$ cat config.mk
export PLATFORM = sky130hd
export DESIGN_NAME = pair_bit_dispatcher
export DESIGN_NICKNAME = d
export VERILOG_FILES = /design/src/rtl/pair_bit_dispatcher.sv
export SDC_FILE = /design/constraint.sdc
export NUM_CORES = 1
export LEC_CHECK = 0
export ABC_CLOCK_PERIOD_IN_PS = 3230
export CAP_MARGIN = 10
export CORE_ASPECT_RATIO = 1.75
export CORE_MARGIN = 2
export CORE_UTILIZATION = 54
export CTS_BUF_LIST = sky130_fd_sc_hd__clkbuf_8
export DETAILED_ROUTE_END_ITERATION = 10
export PLACE_DENSITY = 0.83
export SLEW_MARGIN = 15
export SYNTH_ARGS = -nofsm -noshare
export SYNTH_HDL_FRONTEND = slang
export SYNTH_SLANG_ARGS = --single-unit
$ cat constraint.sdc
create_clock -name clk -period 3.23 [get_ports clk]
set_input_delay 0.323 -clock clk [delete_from_list [all_inputs] [get_ports clk]]
set_output_delay 0.323 -clock clk [all_outputs]
set_load 0.03 [all_outputs]
$ cat src/rtl/pair_bit_dispatcher.sv
`default_nettype none
// ============================================================================
// Module   : pair_bit_dispatcher
// Brief    : Accepts a request vector over valid/ready and drains it two set
//            bits per beat (lowest, then second-lowest) as binary indices to a
//            dual-issue consumer. Counts fully drained vectors.
// Revision : 1.0 - initial release
// ============================================================================
module pair_bit_dispatcher #(
    parameter int WIDTH = 12,
    parameter int IDX_W = $clog2(WIDTH),
    parameter int CNT_W = 8
) (
    input  logic             clk,
    input  logic             reset,
    input  logic             vec_valid_i,
    output logic             vec_ready_o,
    input  logic [WIDTH-1:0] vec_i,
    output logic             disp_valid_o,
    input  logic             disp_ready_i,
    output logic [IDX_W-1:0] idx0_o,
    output logic [IDX_W-1:0] idx1_o,
    output logic             idx1_vld_o,
    output logic             last_o,
    output logic [CNT_W-1:0] done_cnt_o
);

    typedef enum logic [0:0] {
        S_IDLE     = 1'b0,
        S_DISPATCH = 1'b1
    } state_t;

    localparam logic [WIDTH-1:0] C_VEC_ONE = WIDTH'(1);
    localparam logic [CNT_W-1:0] C_CNT_ONE = CNT_W'(1);

    state_t             r_state;
    state_t             w_state_nxt;
    logic [WIDTH-1:0]   r_pending;
    logic [WIDTH-1:0]   w_pending_nxt;
    logic [CNT_W-1:0]   r_done_cnt;
    logic [CNT_W-1:0]   w_done_cnt_nxt;

    logic [WIDTH-1:0]   w_first;
    logic [WIDTH-1:0]   w_rest;
    logic [WIDTH-1:0]   w_second;
    logic [WIDTH-1:0]   w_remain;
    logic [IDX_W-1:0]   w_idx0;
    logic [IDX_W-1:0]   w_idx1;
    logic               w_is_last;

    // Isolate the two lowest set bits of the pending vector as one-hot masks
    // (x & -x keeps only the lowest set bit) and what remains after this beat.
    always_comb begin
        w_first   = r_pending & (~r_pending + C_VEC_ONE);
        w_rest    = r_pending & ~w_first;
        w_second  = w_rest & (~w_rest + C_VEC_ONE);
        w_remain  = w_rest & ~w_second;
        w_is_last = (w_remain == '0);
    end

    // Binary-encode the two one-hot masks; an all-zero mask encodes to 0.
    always_comb begin
        w_idx0 = '0;
        w_idx1 = '0;
        for (int i = 0; i < WIDTH; i++) begin
            if (w_first[i]) begin
                w_idx0 = IDX_W'(i);
            end
            if (w_second[i]) begin
                w_idx1 = IDX_W'(i);
            end
        end
    end

    // Next-state and output decode; outputs depend only on registered state
    // and pending, so no input ever reaches an output combinationally.
    always_comb begin
        w_state_nxt    = r_state;
        w_pending_nxt  = r_pending;
        w_done_cnt_nxt = r_done_cnt;
        vec_ready_o    = 1'b0;
        disp_valid_o   = 1'b0;
        idx0_o         = '0;
        idx1_o         = '0;
        idx1_vld_o     = 1'b0;
        last_o         = 1'b0;

        case (r_state)
            S_IDLE: begin
                vec_ready_o = 1'b1;
                // An all-zero vector has nothing to dispatch and is dropped.
                if (vec_valid_i && (vec_i != '0)) begin
                    w_pending_nxt = vec_i;
                    w_state_nxt   = S_DISPATCH;
                end
            end

            S_DISPATCH: begin
                disp_valid_o = 1'b1;
                idx0_o       = w_idx0;
                idx1_vld_o   = (w_second != '0);
                idx1_o       = (w_second != '0) ? w_idx1 : '0;
                last_o       = w_is_last;
                if (disp_ready_i) begin
                    w_pending_nxt = w_remain;
                    if (w_is_last) begin
                        w_state_nxt    = S_IDLE;
                        w_done_cnt_nxt = r_done_cnt + C_CNT_ONE;
                    end
                end
            end

            default: begin
                w_state_nxt   = S_IDLE;
                w_pending_nxt = '0;
            end
        endcase
    end

    // FSM state register.
    always_ff @(posedge clk) begin
        if (reset) begin
            r_state <= S_IDLE;
        end else begin
            r_state <= w_state_nxt;
        end
    end

    // Pending-bit vector and drained-vector counter; reset discards any
    // partially dispatched vector.
    always_ff @(posedge clk) begin
        if (reset) begin
            r_pending  <= '0;
            r_done_cnt <= '0;
        end else begin
            r_pending  <= w_pending_nxt;
            r_done_cnt <= w_done_cnt_nxt;
        end
    end

    assign done_cnt_o = r_done_cnt;

endmodule
`default_nettype wire
==> flow_summary.ini, run 1 <==
[timing]
finalSetupViolations = 0
fin_crit_ns = 3.10
max_slew_margin_pct = 38.6
setup_tns_ns = 0
worst_pin_slew_ns = 0.918
hold_viol_final = 0
report.final.slew_viol_count = 0
fin_skew_ns = 0.00769
fmax_ghz = 0.322
min_period_over_period_pct = 96.1
fin_ws_ns = 0.127
rsz0062_at_grt = no

[finish]
antenna-diode-count = 0
area_delta_synth_final_pct = 24.5
finalNetCount = 307
fillers = 298
post-route-util_pct = 69.2
final_layout_size_suffix_gt1_share_pct = 10.4

[flow_run]
max_cap_violations = 0

[run_status]
status = finished, final reports clean

[setup_path]
cp-start-kind = flop
r2r-end = done_cnt_o[0]
critPathKind = flop to primary output
rr_worst_depth = 6
worstPathArrival_ns = 2.78
r2r_slack_ns = 0.41
cp_data_required_time_ns = 2.91
critPathCaptureType = primary output
r2r_start = r_pending[0]
crit_fanout = 12
crit_path_start = r_pending[0]
crit_end = last_o

[floorplan]
die_y_um = 81.5
core_area_mm2 = 0.00333
die-area_mm2 = 0.00393
die_w_um = 48.3
start_util_pct = 55.6
rows = 28
io_pins = 36

[clocking]
htree_levels = 1
post_cts_buffers = 0
clock-root-buffer = clkbuf_8
path_clk_slew_ns = 0.08
cts_tree = done
numCtsBuffers = 3
cts_sinks = 21
clk_latency_ns = 0.27
clk_path_buf_depth = 2

[routing]
wl_per_cell_um = 16.8
drcViolationCount = 0
drt-initial-drc-count = 110
drt-total-wl_um = 5610
vias_per_cell = 6.37
drtAntennaViolNets = 0
firstDrtPassIters = 5
via_count = 2128

[logic_synthesis]
async_reset_ff_share_pct = 0
netlist_instances = 262
synth_top_area_share_pct = 22.7
yosysUniqueCellTypes = 58
yosysMostFrequentCell = nor2_1
yosysWarnings = 0
synth_nets = 279
netlist_area_mm2 = 0.00185
ys_ff_latch = 21
yosys-top-cells-count = 32 x nor2_1, 29 x nand2_1, 24 x a21oi_1, 21 x dfxtp_1, 18 x clkbuf_1
seq_area_frac_synth_pct = 22.7
synth_area_leaders = dfxtp_1 23%, a21oi_1 6.5%, nor2_1 6.5%, nand2_1 5.9%, mux2_1 4.3%
synth-edff-count = 0
syn_area_per_cell_um2 = 7.07
synth_area_leader_cell = dfxtp_1
ys.flop_type = dfxtp_1

[placement]
dp.final_hpwl_um = 4200
place_ws_ns = 0.310
port_buffers = 35
place_congestion = 0.974

[grt]
grt_pass1_vias = 1856
grt_pass1_wl_um = 8540
grt_max_degree = 28
grtUsageTotal_pct = 30.2
antenna_found_initial = 0
grt-ovfl-total = 0

[power]
p_total_mw = 0.828
p_leak_nw = 0.886
power.density_mw_per_mm2 = 359
irDropWorstVdd_uv = 364

[hold_path]
hp-class = flop to flop
-- layout by cell type, fill, tap and decap left out, drive strengths merged, types with 3 or more instances in the layout --
cell type	Yosys	layout
or4	3	3
nor2	32	32
buf	4	11
or3	3	3
dfxtp	21	21
clkdlybuf4s50	0	32
maj3	3	3
o21ai	17	17
inv	11	11
nand2	29	29
or2	3	3
a31oi	4	4
nor2b	8	8
mux2i	3	3
mux2	8	8
nor3	5	5
o2111ai	3	3
nor4	8	8
nand3	4	4
a21oi	24	24
a2111oi	3	3
a211oi	9	9
nand4	3	3
clkbuf	18	3
o211ai	3	3
-- area by class of cell --
class	count	area [um2]	area share, %
Timing Repair Buffer	45	428	18.6
Tap cell	45	56.3	2.44
Inverter	11	41.3	1.79
Clock inverter	1	7.51	0.326
Clock buffer	3	41.3	1.79
Multi-Input combinational cell	208	1310	56.8
Sequential cell	21	420	18.2
-- state kept, by name (all words and copies together) (netlist names) --
| register | flops |
|---|---|
| r_pending | 12 |
| done_cnt_o | 8 |
| r_state | 1 |
-- through the flow --
step                      area (um2)  hold slack, ns  instances
after CTS                       2290           0.513        334
after global routing            2300           0.539        334
final                           2300           0.505        334
after detailed placement        2250           0.500        330
after global placement          2250           0.492        330
after floorplan                 1850           0.459        262
-- layer usage --
metal  GRT usage, %  up-vias  share of wire (%)
met5              0        -                  0
met4           15.7        0                4.3
met3           3.30       22                6.6
met2           52.8      123                 54
met1           33.2      969                 35
li1               -     1014                  -
-- kinds of logic (layout without fill, tap and decap cells) --
family | count (synthesis) | after routing | share of synthesized area [%]
buf+inv | 33 | 60 | 6.82
fa+ha+maj | 4 | 4 | 2.43
mux | 11 | 11 | 6.49
simple gates | 103 | 103 | 27.8
flops | 21 | 21 | 22.7
compound gates | 87 | 87 | 32.4
xor+xnor | 3 | 3 | 1.42
-- repair_timing --
action                                  CTS  global route
hold buffers                              0             0
endpoints found under the setup margin    0             3
gates resized for setup                   0             3
-- how the worst min path moves through the flow --
| stage | start | depth (start not counted) | endpoint |
|---|---|---|---|
| after floorplan | vec_i[2] | 2 | r_pending[2] |
| after global placement | done_cnt_o[1] | 2 | done_cnt_o[1] |
| after detailed placement | done_cnt_o[1] | 2 | done_cnt_o[1] |
| after CTS | done_cnt_o[1] | 2 | done_cnt_o[1] |
| after global routing | done_cnt_o[1] | 2 | done_cnt_o[1] |
| final | done_cnt_o[1] | 2 | done_cnt_o[1] |
-- report_power, final --
part / switching [mW] / leakage (nW) / total, mW / internal (mW)
Combinational: 0.220 / 0.692 / 0.359 / 0.139
Clock: 0.0922 / 0.0217 / 0.180 / 0.0874
Sequential: 0.0180 / 0.171 / 0.290 / 0.272
-- worst max-delay path, stage by stage, from the launching register on --
cell	delay [ns]
dfxtp_1	0.32
or4_4	0.62
maj3_2	0.39
o21ai_2	0.25
nand3_1	0.36
a211oi_1	0.37
buf_4	0.22
No activity file was read; power rests on OpenSTA's default activity.
==> run 2, diff against run 1 <==
--- a/config.mk
+++ b/config.mk
@@ -9,8 +9,10 @@
 export CAP_MARGIN = 10
+export CELL_PAD_IN_SITES_DETAIL_PLACEMENT = 0
+export CELL_PAD_IN_SITES_GLOBAL_PLACEMENT = 1
 export CORE_ASPECT_RATIO = 1.75
 export CORE_MARGIN = 2
-export CORE_UTILIZATION = 54
+export CORE_UTILIZATION = 38
 export CTS_BUF_LIST = sky130_fd_sc_hd__clkbuf_8
 export DETAILED_ROUTE_END_ITERATION = 10
-export PLACE_DENSITY = 0.83
+export PLACE_DENSITY_LB_ADDON = 0.1
 export SLEW_MARGIN = 15
==> constraint.sdc (replaced) <==
create_clock -name clk -period 3.23 [get_ports clk]
set_input_delay 0.4845 -clock clk [delete_from_list [all_inputs] [get_ports clk]]
set_output_delay 0.4845 -clock clk [all_outputs]
set_load 0.03 [all_outputs]
==> run 2 against run 1 <==
Compared with the run above:
- utilization shrank 19 points
- first-iteration DRC count shrank 44%
- via count shrank 1.5%
- routed wire length grew 6.0%
- largest cell class unchanged
==> flow_summary.ini, run 2 (synthesis gave the netlist of run 1 again) <==
[hold_path]
whs_endpoint = done_cnt_o[1]
hp-class = flop to flop
holdPathStages = 2
worstHoldStart = done_cnt_o[1]

[placement]
dp.final_hpwl_um = 4620
dp.cells = 345
place_congestion = 0.846
port_buffers = 35
place_ws_ns = 0.143

[timing]
fin_skew_ns = 0.00158
hold_viol_final = 0
setup_tns_ns = 0
finalSetupViolations = 0
fmax_ghz = 0.318
fin_ws_ns = 0.0840
report.final.slew_viol_count = 0
rsz0062_at_grt = no
min_period_over_period_pct = 97.4
worst_pin_slew_ns = 0.971
max_slew_margin_pct = 35.1
fin_crit_ns = 3.15

[routing]
drtAntennaViolNets = 0
drt-total-wl_um = 5950
drt-initial-drc-count = 62
wl_per_cell_um = 17.0
vias_per_cell = 6.01
via_count = 2096
drcViolationCount = 0
firstDrtPassIters = 4

[grt]
grt_max_degree = 28
grtUsageTotal_pct = 21.8
grt-ovfl-total = 0
grt_pass1_vias = 1945
antenna_found_initial = 0
grt_pass1_wl_um = 9360

[floorplan]
core_area_mm2 = 0.00471
die-area_mm2 = 0.00547
io_pins = 36
rows = 33
die_w_um = 56.8
start_util_pct = 39.3
die_y_um = 96.3

[clocking]
clk_latency_ns = 0.26
cts_sinks = 21
post_cts_buffers = 0
htree_levels = 1
numCtsBuffers = 3
clk_path_buf_depth = 2
clock-root-buffer = clkbuf_8
cts_tree = done
cts_hold_buf = 0
path_clk_slew_ns = 0.08

[flow_run]
max_cap_violations = 0

[power]
irDropWorstVdd_uv = 278
power.density_mw_per_mm2 = 355
p_total_mw = 0.841
p_leak_nw = 0.928

[finish]
area_delta_synth_final_pct = 28.0
antenna-diode-count = 0
multi_input_area_mm2 = 0.00132
regArea_um2 = 420
post-route-util_pct = 50.4
largest_reg_flops = 12
finalNetCount = 315
fillers = 515
final_layout_size_suffix_gt1_share_pct = 12.8
layout_common_cells = 32 x nor2_1, 29 x nand2_1, 28 x clkdlybuf4s50_1, 24 x a21oi_1, 21 x dfxtp_1
final_cells = 349
max_flop_register = r_pending
final_common_cell = nor2_1

[setup_path]
critPathKind = flop to primary output
slowest_delay_ns = 0.63
cp-start-kind = flop
r2r-end = done_cnt_o[4]
r2r_start = r_pending[0]
critPathCaptureType = primary output
crit_fanout = 12
slowest_stage = or4_4
rr_worst_depth = 6
cp_data_required_time_ns = 2.75
cp_cell_sequence = or4_4 -> or4_1 -> o211ai_2 -> nand4_4 -> a211oi_1 -> buf_4
r2r_slack_ns = 0.52
worstPathArrival_ns = 2.66

[run_status]
status = finished, final reports clean
[run 2: cell types whose count changed in the layout (fill, tap and decap cells not counted)]
cell,previous run,this run
buf_4,11,20
clkdlybuf4s50_1,32,28
dlygate4sd2_1,0,3
clkdlybuf4s15_1,0,1
clkinvlp_4,1,0
dlymetal6s2s_1,2,1
inv_1,11,12
nand3_1,3,4
nand3_2,1,0
nor4_1,7,6
nor4_4,0,1
[run 2: worst max-delay path: cells and delay by family, from the launching register on]
kind,cells,cell delay [ns]
AOI/OAI and AO/OA,2,0.47
buffers and inverters,1,0.22
DFF,1,0.32
and+or+nand+nor,3,1.39
[run 2: metrics by stage]
step | hold slack, ns | area, um2
floorplan | 0.603 | 1850
global placement | 0.494 | 2310
detailed placement | 0.497 | 2310
CTS | 0.508 | 2360
global route | 0.523 | 2370
finish | 0.506 | 2370
[run 2: worst max path at each step]
stage	slack, ns	end	startpoint
floorplan	0.26	idx1_o[3]	r_pending[5]
global placement	0.19	idx1_o[1]	r_pending[0]
detailed placement	0.14	idx1_o[1]	r_pending[0]
CTS	0.04	last_o	r_pending[0]
global route	0.004	idx1_o[1]	r_pending[0]
finish	0.08	last_o	r_pending[0]
[run 2: repair_timing]
action	4_1_cts	5_1_grt
gates resized for setup	5	3
endpoints found under the hold margin	0	0
endpoints found under the setup margin	4	3
[run 2: final cells by class]
type / count / share of cell area, %
Clock buffer: 3 / 1.74
Clock inverter: 1 / 0.158
Inverter: 11 / 1.74
Multi-Input combinational cell: 208 / 55.7
Sequential cell: 21 / 17.7
Tap cell: 52 / 2.74
Timing Repair Buffer: 53 / 20.2
[run 2: where the power goes]
part           switching [mW]  internal, mW
registers              0.0174         0.271
logic                   0.226         0.153
clock network          0.0887        0.0849
[run 2: metal layers]
layer	track usage, %	routed length (um)
met3	1.21	204
met2	42.8	3290
met5	0	0
met1	23.5	2280
met4	9.30	174
==> run 3, diff against run 2 <==
- CORE_UTILIZATION: 38 -> 47
- DONT_BUFFER_PORTS: default -> 1
==> run 3 against run 2 <==
Compared with the run above:
- worst setup slack gained 0.043 ns
- via count is 8.4% lower
- clock skew rose by 0.0038 ns
- maximum frequency is 1.4% higher
- utilization is 2.8 points higher
- critical path depth is the same
- routed wire length down 8.8%
- hold slack worse by 0.22 ns
- sequential share of layout area up 2.9 points
- die area shrank 18%
- final cell count is 11% lower
- largest cell class unchanged
- largest power group unchanged
==> flow_summary.ini, run 3 (synthesis gave the netlist of run 1 again) <==
[timing]
worst_pin_slew_ns = 0.785
finalSetupViolations = 0
setup_tns_ns = 0
hold_viol_final = 0
fin_skew_ns = 0.00536
fin_crit_ns = 3.10
max_slew_margin_pct = 47.6
fin_ws_ns = 0.127
report.final.slew_viol_count = 0
fmax_ghz = 0.322
holdWs_ns = 0.287
min_period_over_period_pct = 96.1

[clocking]
numCtsBuffers = 3
path_clk_slew_ns = 0.08
cts_sinks = 21
htree_levels = 1
clk_path_buf_depth = 2
cts_hold_buf = 0
cts_tree = done
clock-root-buffer = clkbuf_8
clk_latency_ns = 0.26

[placement]
port_buffers = 0
place_congestion = 0.854
dp.final_hpwl_um = 4290
place_area_mm2 = 0.00198
place_ws_ns = 0.367

[power]
power.density_mw_per_mm2 = 382
switchingPower_mw = 0.306
irDropWorstVdd_uv = 355
p_total_mw = 0.778
p_int_mw = 0.473
pwr-share-clk_pct = 21.4
p_seq_share_pct = 37.5
p_leak_nw = 0.778
switching_share_pct = 39.3
combPwrFrac_pct = 41.2

[routing]
vias_per_cell = 6.15
drcViolationCount = 0
drt-total-wl_um = 5420
via_count = 1920
drtAntennaViolNets = 0
wl_per_cell_um = 17.4
drt-initial-drc-count = 57
firstDrtPassIters = 4

[floorplan]
io_pins = 36
die_y_um = 87.0
rows = 30
start_util_pct = 48.4
core_area_mm2 = 0.00383
die_w_um = 51.5
die-area_mm2 = 0.00448

[finish]
antenna-diode-count = 0
largest_reg_flops = 12
final_layout_size_suffix_gt1_share_pct = 14.4
layout_common_cells = 32 x nor2_1, 29 x nand2_1, 24 x a21oi_1, 21 x dfxtp_1, 20 x buf_4
finalNetCount = 282
max_flop_register = r_pending
area_delta_synth_final_pct = 9.93
final_common_cell = nor2_1
final_area_mm2 = 0.00204

[grt]
grt.busiest_layer = met2
grt-ovfl-total = 0
grt_use_met3_pct = 4.30
grt_pass1_vias = 1802
antenna_found_initial = 0
grt_pass1_wl_um = 8730
grt_max_degree = 28
use_met2_pct = 48.4
use_met1_pct = 27.1
grtUsageTotal_pct = 25.4

[hold_path]
worstHoldStart = reset
hp-class = input pin to flop
whs_endpoint = r_pending[10]
holdPathStages = 1

[setup_path]
r2r-end = done_cnt_o[3]
critPathTopFamily = simple AND/OR/NAND/NOR gates
critPathCaptureType = primary output
r2r_start = r_pending[0]
crit_path_start = r_pending[0]
crit_fanout = 12
crit_buf_inv = 1
cp_cell_sequence = or4_4 -> maj3_2 -> nor4_1 -> nor3_2 -> a211oi_2 -> buf_4
r2r_slack_ns = 0.51
cp_data_required_time_ns = 2.75
slowest_stage = or4_4
cp-start-kind = flop
critPathKind = flop to primary output
worstPathArrival_ns = 2.62
rr_worst_depth = 7
slowest_delay_ns = 0.63

[flow_run]
max_cap_violations = 0

[run_status]
status = finished, final reports clean
[run 3: area by class of cell]
| class | count | area (um2) |
|---|---|---|
| Clock buffer | 3 | 41.3 |
| Clock inverter | 1 | 3.75 |
| Fill cell | 423 | 1790 |
| Inverter | 11 | 41.3 |
| Multi-Input combinational cell | 208 | 1320 |
| Sequential cell | 21 | 420 |
| Tap cell | 48 | 60.1 |
| Timing Repair Buffer | 20 | 150 |
[run 3: power by group through the flow]
stage	Clock [mW]	Sequential (mW)	Combinational, mW
finish	0.166	0.292	0.320
global route	0.177	0.294	0.351
CTS	0.171	0.291	0.315
detailed placement	0	0.297	0.314
global placement	0	0.298	0.315
floorplan	0	0.290	0.244
[run 3: per-stage QoR]
step	util, %	std cells
finish	53.2	312
global route	53.2	312
CTS	52.8	312
detailed placement	51.6	308
global placement	51.6	308
floorplan	-	262
[run 3: worst max-delay path by stage]
| stage | to | slack (ns) | cells past startpoint |
|---|---|---|---|
| after floorplan | idx1_o[3] | 0.26 | 7 |
| after global placement | last_o | 0.38 | 6 |
| after detailed placement | last_o | 0.37 | 6 |
| after CTS | last_o | 0.08 | 6 |
| after global routing | idx1_o[0] | -0.005 | 7 |
| final | last_o | 0.13 | 6 |
[run 3: timing repair]
item,CTS,global route
endpoints found under the setup margin,0,4
resized for setup,0,2
setup buffers,0,0
[run 3: per-layer routing]
metal  vias up  part of all wire (%)
li1        966                     -
met1       879                    38
met2        65                    55
met3        10                   4.6
met4         0                   3.0
met5         -                     0
